==> config.mk <==
export PLATFORM = sky130hd
export DESIGN_NAME = psw_unit
export DESIGN_NICKNAME = d
export VERILOG_FILES = /design/src/rtl/xm23_psw_pkg.sv /design/src/rtl/psw_lifo.sv /design/src/rtl/psw_unit.sv
export SDC_FILE = /design/constraint.sdc
export NUM_CORES = 1
export LEC_CHECK = 0
export BUFFER_PORTS_ARGS = -buffer_cell sky130_fd_sc_hd__buf_2
export CORE_UTILIZATION = 35
export CTS_CLUSTER_SIZE = 10
export DETAILED_ROUTE_END_ITERATION = 16
export PLACE_DENSITY_LB_ADDON = 0.05
export SLEW_MARGIN = 20
export SYNTH_ARGS = -nofsm -noshare
export SYNTH_HDL_FRONTEND = slang
export SYNTH_SLANG_ARGS = --single-unit
==> constraint.sdc <==
create_clock -name clk -period 2 [get_ports clk]
set_clock_uncertainty 0.05 [all_clocks]
set_input_delay 0.4 -clock clk [delete_from_list [all_inputs] [get_ports clk]]
set_output_delay 0.4 -clock clk [all_outputs]
set_load 0.005 [all_outputs]
==> src/rtl/xm23_psw_pkg.sv <==
// rtl/xm23_psw_pkg.sv - PSW field layout, reserved-bit mask and helpers shared by the PSW unit
package xm23_psw_pkg;

  localparam int PSW_C   = 0;
  localparam int PSW_Z   = 1;
  localparam int PSW_N   = 2;
  localparam int PSW_SLP = 3;
  localparam int PSW_V   = 4;
  localparam int PSW_FLT = 8;

  localparam int CUR_PRI_LO  = 5;
  localparam int CUR_PRI_HI  = 7;
  localparam int PREV_PRI_LO = 13;
  localparam int PREV_PRI_HI = 15;

  localparam logic [15:0] PSW_RSVD_MASK = 16'h1E00;

  typedef struct packed {
    logic [2:0] prev_pri;
    logic [3:0] rsvd;
    logic       flt;
    logic [2:0] cur_pri;
    logic       v;
    logic       slp;
    logic       n;
    logic       z;
    logic       c;
  } psw_t;

  function automatic logic [15:0] psw_clean(input logic [15:0] v);
    return v & ~PSW_RSVD_MASK;
  endfunction

endpackage

==> src/rtl/psw_lifo.sv <==
// rtl/psw_lifo.sv - saved-PSW stack for exception nesting; pointer saturates at 0 and DEPTH
module psw_lifo #(
  parameter int DEPTH = 4
) (
  input  logic        clk,
  input  logic        rst,
  input  logic        push_i,
  input  logic        pop_i,
  input  logic [15:0] data_i,
  output logic [15:0] top_o,
  output logic        full_o,
  output logic        empty_o
);

  localparam int IW = $clog2(DEPTH);
  localparam int PW = IW + 1;

  logic [15:0]   mem_q [DEPTH];
  logic [PW-1:0] ptr_q, ptr_d;
  logic [IW-1:0] top_idx;

  assign full_o  = (ptr_q == PW'(DEPTH));
  assign empty_o = (ptr_q == '0);
  assign top_idx = IW'(ptr_q - PW'(1));
  assign top_o   = mem_q[top_idx];

  always_comb begin
    ptr_d = ptr_q;
    if (push_i && !full_o)
      ptr_d = ptr_q + PW'(1);
    else if (pop_i && !empty_o)
      ptr_d = ptr_q - PW'(1);
  end

  always_ff @(posedge clk) begin
    if (rst)
      ptr_q <= '0;
    else
      ptr_q <= ptr_d;
  end

  // Entries need no reset: a cleared pointer makes every stale slot unreachable.
  always_ff @(posedge clk) begin
    if (!rst && push_i && !full_o)
      mem_q[ptr_q[IW-1:0]] <= data_i;
  end

endmodule

==> src/rtl/psw_unit.sv <==
// rtl/psw_unit.sv - architectural PSW with ALU merge, explicit write and exception LIFO; PSW_BYPASS_EN forwards next-PSW
module psw_unit
  import xm23_psw_pkg::*;
#(
  parameter int          STACK_DEPTH = 4,
  parameter logic [15:0] RESET_PSW   = 16'h00E0
) (
  input  logic        clk,
  input  logic        rst,
  input  logic        alu_valid,
  input  logic [15:0] alu_psw,
  input  logic [15:0] alu_msk,
  input  logic        wr_en,
  input  logic [15:0] wr_data,
  input  logic        exc_entry,
  input  logic [15:0] exc_psw,
  input  logic        exc_return,
  output logic [15:0] psw,
  output logic [15:0] psw_fwd,
  output logic        flag_c,
  output logic        flag_z,
  output logic        flag_n,
  output logic        flag_v,
  output logic        stack_full,
  output logic        stack_empty,
  output logic [1:0]  stack_err
);

  logic [15:0] psw_q, psw_d;
  logic        ovf_q, ovf_d;
  logic        unf_q, unf_d;
  logic        push, pop;
  logic [15:0] lifo_top;
  psw_t        entry_psw;

  psw_lifo #(.DEPTH(STACK_DEPTH)) u_lifo (
    .clk     (clk),
    .rst     (rst),
    .push_i  (push),
    .pop_i   (pop),
    .data_i  (psw_q),
    .top_o   (lifo_top),
    .full_o  (stack_full),
    .empty_o (stack_empty)
  );

  // Exception entry records the interrupted priority in PREV_PRI.
  always_comb begin
    entry_psw          = psw_t'(exc_psw);
    entry_psw.prev_pri = psw_q[CUR_PRI_HI:CUR_PRI_LO];
    entry_psw.rsvd     = '0;
  end

  always_comb begin
    psw_d = psw_q;
    ovf_d = ovf_q;
    unf_d = unf_q;
    push  = 1'b0;
    pop   = 1'b0;
    if (exc_entry) begin
      psw_d = entry_psw;
      push  = !stack_full;
      if (stack_full)
        ovf_d = 1'b1;
    end else if (exc_return) begin
      if (stack_empty)
        unf_d = 1'b1;
      else begin
        pop   = 1'b1;
        psw_d = lifo_top;
      end
    end else if (wr_en) begin
      psw_d = psw_clean(wr_data);
    end else if (alu_valid) begin
      psw_d = psw_clean((psw_q & ~alu_msk) | (alu_psw & alu_msk));
    end
  end

  always_ff @(posedge clk) begin
    if (rst) begin
      psw_q <= psw_clean(RESET_PSW);
      ovf_q <= 1'b0;
      unf_q <= 1'b0;
    end else begin
      psw_q <= psw_d;
      ovf_q <= ovf_d;
      unf_q <= unf_d;
    end
  end

  assign psw       = psw_q;
  assign flag_c    = psw_q[PSW_C];
  assign flag_z    = psw_q[PSW_Z];
  assign flag_n    = psw_q[PSW_N];
  assign flag_v    = psw_q[PSW_V];
  assign stack_err = {unf_q, ovf_q};

`ifdef PSW_BYPASS_EN
  assign psw_fwd = psw_d;
`else
  assign psw_fwd = psw_q;
`endif

endmodule

==> impl_results.md <==
* Outcome: complete, no violations
* I/O pin cnt at 110
* DIE WIDTH at 110 µm
* Post-synth top area share at 47.2%
* Fmax at 0.537 GHz
* RSZ-0062 raised after global routing: no
* Worst-path clk slew at 0.06 ns
* Overflow after GRT at 0
* Met1 usage at 23.1%
* Drt pass-1 iters at 4
* Mapped Nets at 409
* Yosys warns at 0
* Most frequent cells in the layout: buf_2 (90), edfxtp_1 (64), nand2_1 (29)
* Final hold vios at 0
* Fin util at 44.1%
* CTS Buffer Depth at 2
* Via-to-Cell Ratio at 4.92
* TritonCTS Buffers at 9
* Die Ht at 110 µm
* Met2 Use GR at 26.2%
* TritonCTS Sinks at 85
* WL/cell at 17.4 µm
* Die Area at 0.0121 mm²
* CTS Root Cell: clkbuf_16
* Setup Viol. Count Final at 0
* Initial Utilization at 35.8%
* Mapped Cells at 334
* CTS tree: yes
* P_leak at 0.00197 µW
* Largest net degree at the start of global routing at 36
* Register area share after synthesis at 57.6%
* CTS H-tree lvls at 3
* WL final at 9860 µm
* Slew @ Worst Pin at 0.593 ns
* Hold Path Class: in -> reg
* Post-cts repair resize count at 0
* Post-Layout Inst Area at 0.00502 mm²
* Required @ worst endpoint at 2.18 ns
* Slew margin rel. at 60.5%
* Maxcap violations at 0
* # nets final at 494
* Layout cell share with drive strength beyond 1 at 37.0%
* Gr usage total at 17.4%
* Non-filler instance count after layout at 568
* Startpoint Class: register
* WS Path Type: reg -> reg
* Inst Count DP at 551
* Filler Cell Count at 1086
* DRT iter0 DRCs at 131
* Top cells by area, synth: edfxtp_1 (47%), dfxtp_1 (10%), mux2i_1 (6.6%)
* Synth unique cells at 33
* Pwr dens at 1260 mW/mm²
* Most common cell after layout, fill and taps aside: buf_2
* Final worst-path cycle share at 93.2%
* Mean area per synthesized cell at 12.2 µm²
* GR Layer Usage met3 at 4.27%
* Post-Syn Area at 0.00407 mm²
* CORE AREA at 0.0114 mm²
* Hpwl dp at 6600 µm
* Post-CTS setup buffer count at 0
* Gp weighted congestion at 0.750
* P&R area growth vs syn at 23.3%
* Final ANT Viol Nets at 0
* Post-CTS Hold Fix Bufs at 0
* FF+latch count, synth at 85
* Peak supply drop at 854 µV
* Port bufs at 90
* Synth area leader: edfxtp_1
* Via count at 2797
* Crit path capture type: register
* Skew-Pair Late Insertion Delay at 0.34 ns
* Most used routing layer: met2
* DP Area at 0.00469 mm²
* Vias in the first global route at 2518
* Row count at 39
* First-pass GRT wire length at 14400 µm
* DRC at 0
* Initial antenna violation count at 1
* Shortest period the worst path allows at 1.86 ns
* Final setup TNS at 0 ns
* Final Max Tran Viols at 0
* CP arrival at 2.04 ns
* Crit-path max FO at 10
[cells in the mapped netlist]
cell type / count
a211o_1: 9
a211oi_1: 4
a211oi_2: 7
a21oi_1: 28
a221oi_1: 1
a22oi_1: 4
and2_1: 5
buf_1: 2
buf_2: 9
buf_4: 23
buf_6: 2
clkbuf_1: 9
dfxtp_1: 21
edfxtp_1: 64
ha_1: 5
inv_1: 12
mux2i_1: 27
mux4_2: 4
nand2_1: 29
nand3_1: 1
nand3b_1: 14
nor2_1: 15
nor2b_1: 2
nor3_1: 17
nor3b_1: 1
o21ai_0: 5
o221ai_1: 2
o221ai_2: 7
o31ai_1: 1
or2_1: 1
or3b_4: 1
xnor2_1: 1
xor2_1: 1
[kinds of logic (layout without fill, tap and decap cells)]
logic type      after synthesis  count (layout)  share of synthesized area (%)
compound gates               68              68                           13.0
xor+xnor                      2               2                          0.431
fa+ha+maj                     5               5                           1.54
buf+inv                      57             147                           8.03
flops                        85              85                           57.6
mux                          31              31                           8.86
other cells                   0               1                              0
simple gates                 86              86                           10.5
[report_power, final]
group | total (µW) | switching, µW | internal (µW) | leakage [µW]
logic | 2160 | 1120 | 1040 | 0.00104
clock network | 1810 | 649 | 1160 | 0.000163
registers | 2370 | 164 | 2210 | 0.000763
total | 6340 | 1940 | 4400 | 0.00197
[worst max-delay path, cell delays in order (launching register included)]
cell and delay, ns:
dfxtp_1 0.32, inv_1 0.09, ha_1 0.36, buf_4 0.24, mux2i_1 0.28, o221ai_2 0.12
nor3_1 0.23, a211oi_2 0.07
[stage by stage]
step / hold slack, ns / setup slack [ns] / total power, µW
after floorplan: 0.388 / -0.0173 / 3900
after global placement: 0.407 / 0.116 / 4610
after detailed placement: 0.409 / 0.120 / 4630
after CTS: 0.380 / 0.0916 / 6460
after global routing: 0.429 / 0.000415 / 6720
final: 0.391 / 0.136 / 6340
[final cells by class]
cell class                      count  area, µm²  area share [%]
Timing Repair Buffer              119        718            14.3
Tap cell                          143        179            3.57
Clock inverter                      4       70.1            1.40
Antenna cell                        1       2.50          0.0499
Inverter                           12       45.0           0.898
Clock buffer                       12        256            5.11
Multi-Input combinational cell    192       1410            28.0
Sequential cell                    85       2340            46.7
[per-layer routing]
metal	routed length [µm]	share of wire [%]
met1	4740	48
met2	4510	46
met3	428	4.3
met4	184	1.9
met5	0	0
[final timing paths]
kind / start / depth (start not counted) / endpoint / slack (ns)
setup / recovery: u_lifo.ptr_q[0] / 7 / register / 0.14
hold / removal: exc_psw[7] / 5 / register / 0.39
setup reg to reg: u_lifo.ptr_q[0] / 7 / register / 0.14
hold reg to reg: ovf_q / 2 / ovf_q / 0.42
No activity file was read; power rests on OpenSTA's default activity.
